$ cat config.mk
export PLATFORM = sky130hd
export DESIGN_NAME = axis_complex_frame_reader_flat
export DESIGN_NICKNAME = d
export VERILOG_FILES = /design/src/rtl/axis_complex_frame_reader_pkg.sv /design/src/rtl/axis_complex_frame_reader_if.sv /design/src/rtl/axis_complex_frame_reader_skid_fifo2.sv /design/src/rtl/axis_complex_frame_reader.sv /design/src/flat_wrapper.sv
export SDC_FILE = /design/constraint.sdc
export NUM_CORES = 1
export LEC_CHECK = 0
export BUFFER_PORTS_ARGS = -buffer_cell sky130_fd_sc_hd__buf_2
export CORE_ASPECT_RATIO = 2
export CORE_MARGIN = 2
export CORE_UTILIZATION = 52
export CTS_CLUSTER_DIAMETER = 30
export DETAILED_ROUTE_END_ITERATION = 7
export PLACE_DENSITY_LB_ADDON = 0.12
export REMOVE_ABC_BUFFERS = 1
export SYNTH_ARGS = -nofsm -noshare
export SYNTH_HDL_FRONTEND = slang
export SYNTH_SLANG_ARGS = --single-unit
$ cat constraint.sdc
create_clock -name aclk -period 2.8 [get_ports aclk]
set_input_delay 0.56 -clock aclk [delete_from_list [all_inputs] [get_ports aclk]]
set_output_delay 0.56 -clock aclk [all_outputs]
set_load 0.05 [all_outputs]
$ cat src/rtl/axis_complex_frame_reader_pkg.sv
// Shared types, default widths and the shift-and-saturate arithmetic
// used by the complex frame reader.
package axis_complex_frame_reader_pkg;

  typedef enum logic [1:0] {
    ST_IDLE  = 2'd0,
    ST_READ  = 2'd1,
    ST_DRAIN = 2'd2
  } rd_state_e;

  localparam int DEF_AXIS_TDATA_WIDTH = 32;
  localparam int DEF_BRAM_DATA_WIDTH  = 64;
  localparam int DEF_BRAM_ADDR_WIDTH  = 32;
  localparam int DEF_FRAME_ADDR_WIDTH = 10;

  // Wide enough for any accumulator half up to 64 bits.
  localparam int SAT_CALC_WIDTH = 64;
  typedef logic signed [SAT_CALC_WIDTH-1:0] sat_calc_t;

  // Arithmetic right shift, then clamp into the signed range of out_width bits.
  function automatic sat_calc_t shift_saturate(input sat_calc_t  acc,
                                               input logic [4:0] shift,
                                               input int         out_width);
    sat_calc_t shifted;
    sat_calc_t max_val;
    sat_calc_t min_val;
    sat_calc_t result;
    shifted = acc >>> shift;
    max_val = (sat_calc_t'(1) <<< (out_width - 1)) - sat_calc_t'(1);
    min_val = -(sat_calc_t'(1) <<< (out_width - 1));
    if (shifted > max_val) begin
      result = max_val;
    end else if (shifted < min_val) begin
      result = min_val;
    end else begin
      result = shifted;
    end
    return result;
  endfunction

endpackage

$ cat src/rtl/axis_complex_frame_reader_if.sv
// AXI4-Stream beat channel (data, valid, last, ready) carried by the frame
// reader's master port.
interface axis_complex_frame_reader_if #(
  parameter int TDATA_WIDTH = 32
) ();

  logic [TDATA_WIDTH-1:0] tdata;
  logic                   tvalid;
  logic                   tlast;
  logic                   tready;

  modport master (
    output tdata,
    output tvalid,
    output tlast,
    input  tready
  );

  modport slave (
    input  tdata,
    input  tvalid,
    input  tlast,
    output tready
  );

endinterface

$ cat src/rtl/axis_complex_frame_reader_skid_fifo2.sv
// Two-entry output buffer; the head entry drives the stream directly so it
// stays stable while the consumer stalls.
module axis_skid_fifo2 #(
  parameter int WIDTH = 33
) (
  input  logic             aclk,
  input  logic             aresetn,
  input  logic             wr_en,
  input  logic [WIDTH-1:0] wr_data,
  input  logic             rd_en,
  output logic [WIDTH-1:0] rd_data,
  output logic             valid,
  output logic [1:0]       count
);

  logic [WIDTH-1:0] mem_q [2];
  logic             wr_ptr_q;
  logic             rd_ptr_q;
  logic [1:0]       count_q;
  logic             push;
  logic             pop;

  assign pop  = rd_en && (count_q != 2'd0);
  assign push = wr_en && ((count_q != 2'd2) || pop);

  // NOTE: sequential state uses non-blocking assignments so every register
  // samples the pre-edge values, independent of statement order.
  always_ff @(posedge aclk or negedge aresetn) begin
    if (!aresetn) begin
      // NOTE: the storage is reset because the head entry is the visible
      // tdata/tlast, which must read zero out of reset.
      for (int i = 0; i < 2; i++) begin
        mem_q[i] <= '0;
      end
      wr_ptr_q <= 1'b0;
      rd_ptr_q <= 1'b0;
      count_q  <= 2'd0;
    end else begin
      if (push) begin
        mem_q[wr_ptr_q] <= wr_data;
        wr_ptr_q        <= ~wr_ptr_q;
      end
      if (pop) begin
        rd_ptr_q <= ~rd_ptr_q;
      end
      case ({push, pop})
        2'b10:   count_q <= count_q + 2'd1;
        2'b01:   count_q <= count_q - 2'd1;
        default: count_q <= count_q;
      endcase
    end
  end

  assign rd_data = mem_q[rd_ptr_q];
  assign valid   = (count_q != 2'd0);
  assign count   = count_q;

endmodule

$ cat src/rtl/axis_complex_frame_reader.sv
// Streams one frame of complex accumulator words out of BRAM port B, scaling
// each {imag, real} half by 2^-n with saturation, as an AXI4-Stream frame.
module axis_complex_frame_reader
  import axis_complex_frame_reader_pkg::*;
#(
  parameter int AXIS_TDATA_WIDTH = DEF_AXIS_TDATA_WIDTH,
  parameter int BRAM_DATA_WIDTH  = DEF_BRAM_DATA_WIDTH,
  parameter int BRAM_ADDR_WIDTH  = DEF_BRAM_ADDR_WIDTH,
  parameter int FRAME_ADDR_WIDTH = DEF_FRAME_ADDR_WIDTH
) (
  input  logic                       aclk,
  input  logic                       aresetn,
  input  logic                       RD_start,
  input  logic [4:0]                 RD_log_count,
  output logic                       RD_busy,
  output logic [15:0]                RD_frame_count,
  axis_complex_frame_reader_if.master M_AXIS,
  output logic [BRAM_ADDR_WIDTH-1:0] bram_portb_addr,
  output logic                       bram_portb_clk,
  output logic                       bram_portb_en,
  input  logic [BRAM_DATA_WIDTH-1:0] bram_portb_rddata
);

  localparam int OUT_HALF_W = AXIS_TDATA_WIDTH / 2;
  localparam int ACC_HALF_W = BRAM_DATA_WIDTH / 2;
  localparam int ENTRY_W    = AXIS_TDATA_WIDTH + 1;
  localparam logic [FRAME_ADDR_WIDTH-1:0] LAST_ADDR = '1;

  rd_state_e                   state_q;
  rd_state_e                   state_d;
  logic [FRAME_ADDR_WIDTH-1:0] rd_addr_q;
  logic [4:0]                  log_count_q;
  logic                        rd_pending_q;
  logic                        rd_pending_last_q;
  logic [15:0]                 frame_count_q;

  logic                        start_accept;
  logic                        rd_issue;
  logic                        rd_issue_last;
  logic [2:0]                  in_use;

  logic [ENTRY_W-1:0]          fifo_wr_data;
  logic [ENTRY_W-1:0]          fifo_rd_data;
  logic                        fifo_valid;
  logic                        fifo_pop;
  logic [1:0]                  fifo_count;

  logic signed [ACC_HALF_W-1:0] acc_re;
  logic signed [ACC_HALF_W-1:0] acc_im;
  logic [OUT_HALF_W-1:0]        beat_re;
  logic [OUT_HALF_W-1:0]        beat_im;

  // ---------------------------------------------------------------- FSM
  always_ff @(posedge aclk or negedge aresetn) begin
    if (!aresetn) begin
      state_q <= ST_IDLE;
    end else begin
      state_q <= state_d;
    end
  end

  // NOTE: every combinational output gets a default first so no path can
  // leave it unassigned and infer a latch.
  always_comb begin
    state_d = state_q;
    case (state_q)
      ST_IDLE:  if (RD_start)                  state_d = ST_READ;
      ST_READ:  if (rd_issue_last)             state_d = ST_DRAIN;
      ST_DRAIN: if (fifo_pop && M_AXIS.tlast)  state_d = ST_IDLE;
      default:                                 state_d = ST_IDLE;
    endcase
  end

  // A read may only go out if the buffer will still have room for it once
  // the beat leaving this cycle and the read already in the BRAM are counted.
  assign in_use = 3'(fifo_count) + 3'(rd_pending_q) - 3'(fifo_pop);

  always_comb begin
    RD_busy       = (state_q != ST_IDLE);
    start_accept  = (state_q == ST_IDLE) && RD_start;
    rd_issue      = (state_q == ST_READ) && (fifo_count != 2'd2) && (in_use < 3'd2);
    rd_issue_last = rd_issue && (rd_addr_q == LAST_ADDR);
  end

  // ------------------------------------------------------ read sequencing
  always_ff @(posedge aclk or negedge aresetn) begin
    if (!aresetn) begin
      rd_addr_q         <= '0;
      log_count_q       <= 5'd0;
      rd_pending_q      <= 1'b0;
      rd_pending_last_q <= 1'b0;
      frame_count_q     <= 16'd0;
    end else begin
      if (start_accept) begin
        rd_addr_q   <= '0;
        log_count_q <= RD_log_count;
      end else if (rd_issue && !rd_issue_last) begin
        rd_addr_q <= rd_addr_q + FRAME_ADDR_WIDTH'(1);
      end
      rd_pending_q      <= rd_issue;
      rd_pending_last_q <= rd_issue_last;
      if (fifo_pop && M_AXIS.tlast) begin
        frame_count_q <= frame_count_q + 16'd1;
      end
    end
  end

  assign bram_portb_clk  = aclk;
  assign bram_portb_en   = rd_issue;
  assign bram_portb_addr = BRAM_ADDR_WIDTH'(rd_addr_q);
  assign RD_frame_count  = frame_count_q;

  // ------------------------------------------------------------ datapath
  assign acc_re = bram_portb_rddata[ACC_HALF_W-1:0];
  assign acc_im = bram_portb_rddata[BRAM_DATA_WIDTH-1:ACC_HALF_W];

  assign beat_re = OUT_HALF_W'(shift_saturate(sat_calc_t'(acc_re), log_count_q, OUT_HALF_W));
  assign beat_im = OUT_HALF_W'(shift_saturate(sat_calc_t'(acc_im), log_count_q, OUT_HALF_W));

  assign fifo_wr_data = {rd_pending_last_q, beat_im, beat_re};

  axis_skid_fifo2 #(
    .WIDTH (ENTRY_W)
  ) u_out_buf (
    .aclk    (aclk),
    .aresetn (aresetn),
    .wr_en   (rd_pending_q),
    .wr_data (fifo_wr_data),
    .rd_en   (M_AXIS.tready),
    .rd_data (fifo_rd_data),
    .valid   (fifo_valid),
    .count   (fifo_count)
  );

  assign fifo_pop      = fifo_valid && M_AXIS.tready;
  assign M_AXIS.tvalid = fifo_valid;
  assign M_AXIS.tdata  = fifo_rd_data[AXIS_TDATA_WIDTH-1:0];
  assign M_AXIS.tlast  = fifo_rd_data[AXIS_TDATA_WIDTH];

endmodule

$ cat src/flat_wrapper.sv
// flat-port wrapper written by rule: the top's interface ports become plain ports
module axis_complex_frame_reader_flat import axis_complex_frame_reader_pkg::*;
#(
  parameter int AXIS_TDATA_WIDTH = DEF_AXIS_TDATA_WIDTH,
  parameter int BRAM_DATA_WIDTH  = DEF_BRAM_DATA_WIDTH,
  parameter int BRAM_ADDR_WIDTH  = DEF_BRAM_ADDR_WIDTH,
  parameter int FRAME_ADDR_WIDTH = DEF_FRAME_ADDR_WIDTH
)
  (aclk, aresetn, RD_start, RD_log_count, RD_busy, RD_frame_count, bram_portb_addr, bram_portb_clk, bram_portb_en, bram_portb_rddata, M_AXIS_tdata, M_AXIS_tvalid, M_AXIS_tlast, M_AXIS_tready);
  axis_complex_frame_reader_if #(.TDATA_WIDTH((32))) M_AXIS_i ();
  input  logic aclk;
  input  logic aresetn;
  input  logic RD_start;
  input  logic [4:0] RD_log_count;
  output logic RD_busy;
  output logic [15:0] RD_frame_count;
  output logic [BRAM_ADDR_WIDTH-1:0] bram_portb_addr;
  output logic bram_portb_clk;
  output logic bram_portb_en;
  input  logic [BRAM_DATA_WIDTH-1:0] bram_portb_rddata;
  output wire logic [$bits(M_AXIS_i.tdata)-1:0] M_AXIS_tdata;
  output wire logic [$bits(M_AXIS_i.tvalid)-1:0] M_AXIS_tvalid;
  output wire logic [$bits(M_AXIS_i.tlast)-1:0] M_AXIS_tlast;
  input wire logic [$bits(M_AXIS_i.tready)-1:0] M_AXIS_tready;
  assign M_AXIS_tdata = M_AXIS_i.tdata;
  assign M_AXIS_tvalid = M_AXIS_i.tvalid;
  assign M_AXIS_tlast = M_AXIS_i.tlast;
  assign M_AXIS_i.tready = M_AXIS_tready;
  axis_complex_frame_reader #(.AXIS_TDATA_WIDTH(AXIS_TDATA_WIDTH), .BRAM_DATA_WIDTH(BRAM_DATA_WIDTH), .BRAM_ADDR_WIDTH(BRAM_ADDR_WIDTH), .FRAME_ADDR_WIDTH(FRAME_ADDR_WIDTH)) u_core (.aclk(aclk), .aresetn(aresetn), .RD_start(RD_start), .RD_log_count(RD_log_count), .RD_busy(RD_busy), .RD_frame_count(RD_frame_count), .M_AXIS(M_AXIS_i), .bram_portb_addr(bram_portb_addr), .bram_portb_clk(bram_portb_clk), .bram_portb_en(bram_portb_en), .bram_portb_rddata(bram_portb_rddata));
endmodule
==> summary.md, run 1 <==
| Metric | Value |
|---|---|
| RePlAce Congestion | ~0.95 |
| IO buf count | 135 |
| First-pass GRT wire length | 41,900 um |
| Commonest cells after routing, fill and taps aside | 172 x buf_4, 139 x nand2_1, 133 x buf_2 |
| Largest net degree at the start of global routing | 49 |
| Max_slew headroom | 53.3% |
| Initial Utilization | 52.5% |
| Pre-CTS setup slack | -0.376 ns |
| Drt total wl | 26,900 um |
| Max cap viols | 0 |
| Total Nets Final | 1,285 |
| Vias in the first global route | 8,264 |
| Top cell type's share of synthesized area | between 20% and 30% |
| Status | finished with violations |
| Drt drc | 0 |
| Synthesized flop and latch total | 105 |
| Least-Margin Pin Slew | 0.700 ns |
| CP Buf/Inv Count | 2 |
| Async set-reset flop share out of synthesis | 100% |
| Layout Skew | 0.0108 ns |
| Grt total ovfl | 0 |
| Synth Instances | 930 |
| DP HPWL | 18,900 um |
| Latest clock arrival within the worst-skew pair | about 0.47 ns |
| Core area | 17,100 sq um |
| Layout cells sized above 1 | 51.8% |
| Max Clock Freq | 329 MHz |
| Die area | ~18,000 sq um |
| PwrDens | 756 nW/um^2 |
| Crit path arrival time | 2.48 ns |
| Floorplan row count | 68 |
| Slowest stage delay, CP | 0.40 ns |
| RSZ-0062 raised after global routing | true |
| Sequential share of the synthesized area | a little under 30% |
| Final cell count without fillers | 1,422 |
| Mean Syn Cell Area | 9.66 sq um |
| Die height | approximately 190 um |
| CTS clk-pin slew, worst paths | about 0.08 ns |
| Worst setup path category | flip-flop to primary output |
| Initial DRT Pass Iterations | 5 |
| Slew Limit Fails | 0 |
| Setup TNS | -7.64 ns |
| Cells after DPL | roughly 1.4k |
| Final Setup Violations | ~70 |
| I/O pins | 158 |
| Syn Std Cell Area | between 8000 and 9000 sq um |
| Routed wire per std cell | 18.9 um |
| Syn-to-layout area delta | 37.9% |
| Family with the most delay on the worst path | adder cells |
| Largest area contributor in the netlist | dfrtp_1 |
| Vias | about 8.5k |
| Setup crit start kind | flip-flop |
| Slowest CP cell | dfrtp_1 |
| Req. time, crit path | ~2.2 ns |
| YS warnings | 0 |
| Final Hold Fails | 0 |
| Initial antenna violation count | 0 |
| DP Area | about 11,000 sq um |
| Leakage power | 5.45 nW |
| CP endpoint kind | primary output |
| Critical Path, Cell by Cell | o21ai_2 > inv_2 > ha_4 > nor2b_2 > fa_2 > and3b_1 > a21oi_2 > nor3_4 > buf_6 |
| Period Utilization, post-route | 108% |
| Detail Route Antenna Nets | 0 |
| Final WS setup | -0.237 ns |
| Ranking of synthesized cells by area | dfrtp_1 29%, mux4_2 15%, mux2_2 9.0% |
| Diode count | 0 |
| Failing checks | negative setup slack |
| Crit-path max FO | 2 |
| Leading cell type in the layout, fill and taps excluded | buf_4 |
| Global-route total usage across every layer | 27.7% |
| Via density | 5.97 |
| VDD IR max | 0.484 mV |
| Worst hold path type | input pin to async pin |
| Post-synth EDFFs | 0 |
| Initial DRC count | 535 |
| Fin area | 12,400 sq um |
| TritonCTS clock tree | done |
| Netlist cell types | 80 |
| Die width | 96.9 um |
| Tmin final | 3.04 ns |
| Post-synth top flop | dfrtp_1 |
worst register-to-register path, stage by stage, from the launching register on:
cell	delay, ns
dfrtp_4	0.51
buf_6	0.15
buf_8	0.13
buf_6	0.11
mux4_2	0.46
a22oi_2	0.25
nand3_2	0.16
nand4_1	0.16
or4_4	0.16
o21ai_4	0.08
buf_6	0.13
a221o_1	0.31
mux2_4	0.27
power breakdown:
part	internal (W)	total, W	switching (W)
logic	0.00211	0.00534	0.00323
clock network	0.00100	0.00169	0.000682
registers	0.00205	0.00235	0.000306
layout make-up:
class / instances / area (sq um)
inverters: 17 / 63.8
flip-flops and latches: 105 / 2640
fillers: 1295 / 4710
multi-input cells: 732 / 6550
well taps: 210 / 263
clock buffers: 14 / 319
clock inverters: 6 / 90.1
repair buffers: 338 / 2470
per-stage QoR:
stage          utilization (%)  hold WS [ns]  power [W]
4_1_cts                   67.7         0.143    0.00903
6_report                  72.5         0.125    0.00937
3_3_place_gp              62.3         0.451    0.00702
3_5_place_dp              62.3         0.458    0.00710
2_1_floorplan                -         0.264    0.00572
5_1_grt                   72.5         0.176    0.00984
flip-flops by register name, indices dropped and copies added, names as in the netlist:
register and cells:
u_core.rd_pending_q 1, u_core.RD_frame_count 16, u_core.rd_pending_last_q 1, u_core.state_q 2, u_core.u_out_buf.rd_ptr_q 1, u_core.rd_addr_q 10, u_core.u_out_buf.wr_ptr_q 1, u_core.u_out_buf.count 2
u_core.log_count_q 5, u_core.u_out_buf.mem_q 66
layer usage:
metal	global-route usage, %	vias to the layer above	part of all wire (%)
met5	0	-	0
met4	9.64	0	3.1
met3	3.23	78	4.5
met2	46.6	273	51
met1	37.0	4181	41
li1	-	3952	-
Yosys cell counts (all sizes together), types with 3 or more instances:
cell type / instances
nand2: 145
dfrtp: 105
mux2: 74
nor2: 67
buf: 61
mux4: 58
o21ai: 49
mux2i: 43
a21oi: 40
clkbuf: 36
o22a: 22
nand3: 18
xnor2: 16
inv: 15
nand2b: 10
a211oi: 9
and3: 9
nor3: 9
o211ai: 9
or2: 9
xor2: 9
a311oi: 8
nand4: 8
nor2b: 8
o31ai: 8
and2: 6
nor4: 6
o21a: 6
a31oi: 5
or3: 5
ha: 4
o211a: 4
o32a: 4
a21o: 3
a311o: 3
a32oi: 3
o22ai: 3
cells by family (layout without fill, tap and decap cells):
family / Yosys count / count (layout) / synth area share [%]
other: 1 / 22 / 0.0417
buffers and inverters: 114 / 375 / 7.59
AOI/OAI and AO/OA: 198 / 198 / 15.8
xor gates and xnor gates: 25 / 25 / 2.44
adders and majority gates: 5 / 5 / 0.780
DFF: 105 / 105 / 29.2
muxes: 175 / 175 / 28.6
and+or+nand+nor: 307 / 307 / 15.5
timing repair:
item                                   4_1_cts  5_1_grt
resized for setup                           78      143
pin swaps                                   30       69
setup endpoints to repair                   68       69
buffers inserted                            23       16
gates cloned                                 0        4
endpoints found under the hold margin        0        0
hold buffers                                 0        0
path summary, 6_finish.rpt:
| path | from | to | slack, ns | depth (start not counted) |
|---|---|---|---|---|
| worst max register to register | u_core.log_count_q[0] | u_core.u_out_buf.mem_q[42] | -0.20 | 12 |
| max in group asynchronous | aresetn | u_core.u_out_buf.mem_q[29] | 1.92 | 2 |
| worst max-delay path | u_core.u_out_buf.count[1] | bram_portb_en | -0.24 | 9 |
| worst min-delay path | aresetn | u_core.u_out_buf.mem_q[53] | 0.12 | 1 |
| worst min register to register | u_core.RD_frame_count[15] | u_core.RD_frame_count[15] | 0.46 | 1 |
| min in group aclk | RD_log_count[4] | u_core.log_count_q[4] | 0.30 | 3 |
Power figures use the tool's default switching activity.
==> run 2: changes to the inputs <==
==> constraint.sdc (replaced) <==
create_clock -name aclk -period 2.8 [get_ports aclk]
set_input_delay 0.56 -clock aclk [delete_from_list [all_inputs] [get_ports aclk]]
set_output_delay 0.56 -clock aclk [all_outputs]
set_load 0.01 [all_outputs]
==> summary.md, run 2 (synthesis results as in run 1) <==
| Metric | Value |
|---|---|
| Latest clock arrival within the worst-skew pair | 0.47 ns (about the same) |
| Setup crit start kind | flip-flop |
| Largest net degree at the start of global routing | 47 (-4.1%) |
| Max Clock Freq | 331 MHz (+0.51%) |
| Drt total wl | 27,000 um (+0.36%) |
| Slowest stage delay, CP | 0.53 ns (+0.13 ns) |
| Diode count | 0 (unchanged) |
| Leading cell type in the layout, fill and taps excluded | buf_4 |
| TritonCTS clock tree | done |
| CP Buf/Inv Count | 4 (+2) |
| Reg2reg path depth | 12 (unchanged) |
| Routed wire per std cell | 19.1 um (+1.1%) |
| Reg-to-Reg Start | u_core.log_count_q[1] |
| I/O pins | 158 (unchanged) |
| Slew Limit Fails | 0 (unchanged) |
| Die area | 18,400 sq um (unchanged) |
| Die height | 190 um (unchanged) |
| Failing checks | negative setup slack |
| Final WS setup | -0.222 ns (+0.0155 ns) |
| Final Hold Fails | 0 (unchanged) |
| Status | finished with violations |
| Floorplan row count | 68 (unchanged) |
| Max reg flops | 66 (unchanged) |
| Fill cell count | 1,348 (+4.1%) |
| Total Nets Final | 1,274 (-0.86%) |
| PwrDens | 645 nW/um^2 (-15%) |
| Layout Skew | 0.0121 ns (+0.00130 ns) |
| RePlAce Congestion | 0.935 (-1.7%) |
| Leakage power | 5.36 nW (-1.6%) |
| Grt total ovfl | 0 (unchanged) |
| Syn-to-layout area delta | 35.9% |
| Via density | 6.02 (+0.96%) |
| Detail Route Antenna Nets | 0 (unchanged) |
| Slowest CP cell | dfrtp_4 |
| RSZ-0062 raised after global routing | true |
| Period Utilization, post-route | 108% (-0.55 points) |
| DP Area | 10,700 sq um (about the same) |
| Final cell count without fillers | 1,411 (-0.77%) |
| VDD IR max | 0.435 mV (-10%) |
| Worst setup path category | flip-flop to flip-flop |
| Vias in the first global route | 8,266 (+0.024%) |
| IO buf count | 135 (unchanged) |
| Initial antenna violation count | 0 (unchanged) |
| Critical Path, Cell by Cell | buf_6 > buf_6 > mux2_4 > mux4_2 > a21oi_4 > buf_6 > or3_4 > nor3_4 > a41oi_4 > buf_6 > nor2_4 > o22a_1 |
| Worst path most repeated cell | buf_6 |
| Crit-path max FO | 6 (+4) |
| Least-Margin Pin Slew | 0.698 ns (-0.00260 ns) |
| R2R Setup Slk | -0.22 ns (-0.02 ns) |
| Family with the most delay on the worst path | multiplexers |
| Worst hold path type | input pin to async pin |
| CP endpoint kind | flip-flop |
| Cells after DPL | 1,356 (-0.29%) |
| Die width | 96.9 um (unchanged) |
| Crit path arrival time | 3.37 ns (+0.89 ns) |
| Fin area | 12,200 sq um (-1.5%) |
| Initial Utilization | 52.5% (unchanged) |
| FF-to-FF End | u_core.u_out_buf.mem_q[51] |
| Vias | 8,499 (+0.18%) |
| Tmin final | 3.02 ns (-0.0155 ns) |
| Max_slew headroom | 53.5% (+0.17 points) |
| Global-route total usage across every layer | 28.2% (+0.50 points) |
| DP HPWL | 19,200 um (+1.6%) |
| First-pass GRT wire length | 42,000 um (+0.43%) |
| Reg with most FFs | u_core.u_out_buf.mem_q |
| Commonest cells after routing, fill and taps aside | 163 x buf_4, 140 x nand2_1, 133 x buf_2 |
| Initial DRC count | 417 (-22%) |
| CTS clk-pin slew, worst paths | 0.08 ns (about the same) |
| Core area | 17,100 sq um (unchanged) |
| Req. time, crit path | 3.15 ns (+0.91 ns) |
| Final Setup Violations | 49 (-28%) |
| Drt drc | 0 (unchanged) |
| Layout cells sized above 1 | 50.0% (-1.8 points) |
| Fin util | 71.4% (-1.1 points) |
| Initial DRT Pass Iterations | 5 (unchanged) |
| Hold_ws | 0.119 ns (-0.00586 ns) |
| Max cap viols | 0 (unchanged) |
[run 2: cell count changes in the layout (fill, tap and decap cells not counted), moves of 4 or more]
cell     change
a21oi_2      +5
nor3_4       +4
buf_4        -9
mux2i_4      +4
nor3_2       -4
o21ai_2      -5
mux2i_2      -4
a21oi_4      -6
[run 2: how the worst max path moves through the flow]
stage	start	endpoint	slack, ns	cells after the start
3_3_place_gp	u_core.log_count_q[1]	u_core.u_out_buf.mem_q[46]	-0.27	9
6_report	u_core.log_count_q[1]	u_core.u_out_buf.mem_q[51]	-0.22	12
2_1_floorplan	u_core.log_count_q[0]	u_core.u_out_buf.mem_q[60]	-2.36	8
4_1_cts	u_core.u_out_buf.count[0]	bram_portb_en	-0.21	8
3_5_place_dp	bram_portb_rddata[61]	u_core.u_out_buf.mem_q[22]	-0.31	10
5_1_grt	u_core.u_out_buf.count[1]	bram_portb_en	-0.35	10
[run 2: where the power goes]
group / internal, W / switching [W]
sequential: 0.00205 / 0.000303
combinational: 0.00203 / 0.00192
clock: 0.000919 / 0.000645
[run 2: cell type report]
cell class                 count  area, sq um  share of cell area (%)
clock inverter                 5         61.3                   0.502
sequential                   105         2640                    21.6
timing repair buffer         326         2360                    19.4
clock buffer                  15          323                    2.64
multi-input combinational    733         6500                    53.2
tap                          210          263                    2.15
inverter                      17         63.8                   0.523
[run 2: worst reg2reg max path, cell delays in order (launching register included)]
cell and delay, ns:
dfrtp_4 0.53, buf_6 0.16, buf_6 0.13, mux2_4 0.30, mux4_2 0.53, a21oi_4 0.22, buf_6 0.12, or3_4 0.11
nor3_4 0.04, a41oi_4 0.31, buf_6 0.22, nor2_4 0.05, o22a_1 0.18
[run 2: repair_timing]
item                       CTS  global route
resized for setup          104            89
setup endpoints to repair   67            68
cloned                       3             4
pin swaps                   51            53
hold buffers                 0             0
buffers inserted            22            12
[run 2: per-layer routing]
metal / vias up / routed length, um / track usage (%)
met5: - / 0 / 0
met4: 0 / 995 / 11.5
met3: 82 / 1250 / 4.74
met2: 305 / 13800 / 47.1
met1: 4169 / 10900 / 36.3
li1: 3943 / - / -
[run 2: per-stage QoR]
| stage | power [W] | worst slack (ns) | TNS, ns |
|---|---|---|---|
| after global routing | 0.00835 | -0.350 | -10.87 |
| final | 0.00787 | -0.222 | -6.52 |
| after detailed placement | 0.00582 | -0.311 | -16.29 |
| after CTS | 0.00761 | -0.211 | -6.41 |
| after global placement | 0.00573 | -0.270 | -15.29 |
| after floorplan | 0.00445 | -2.36 | -133.38 |
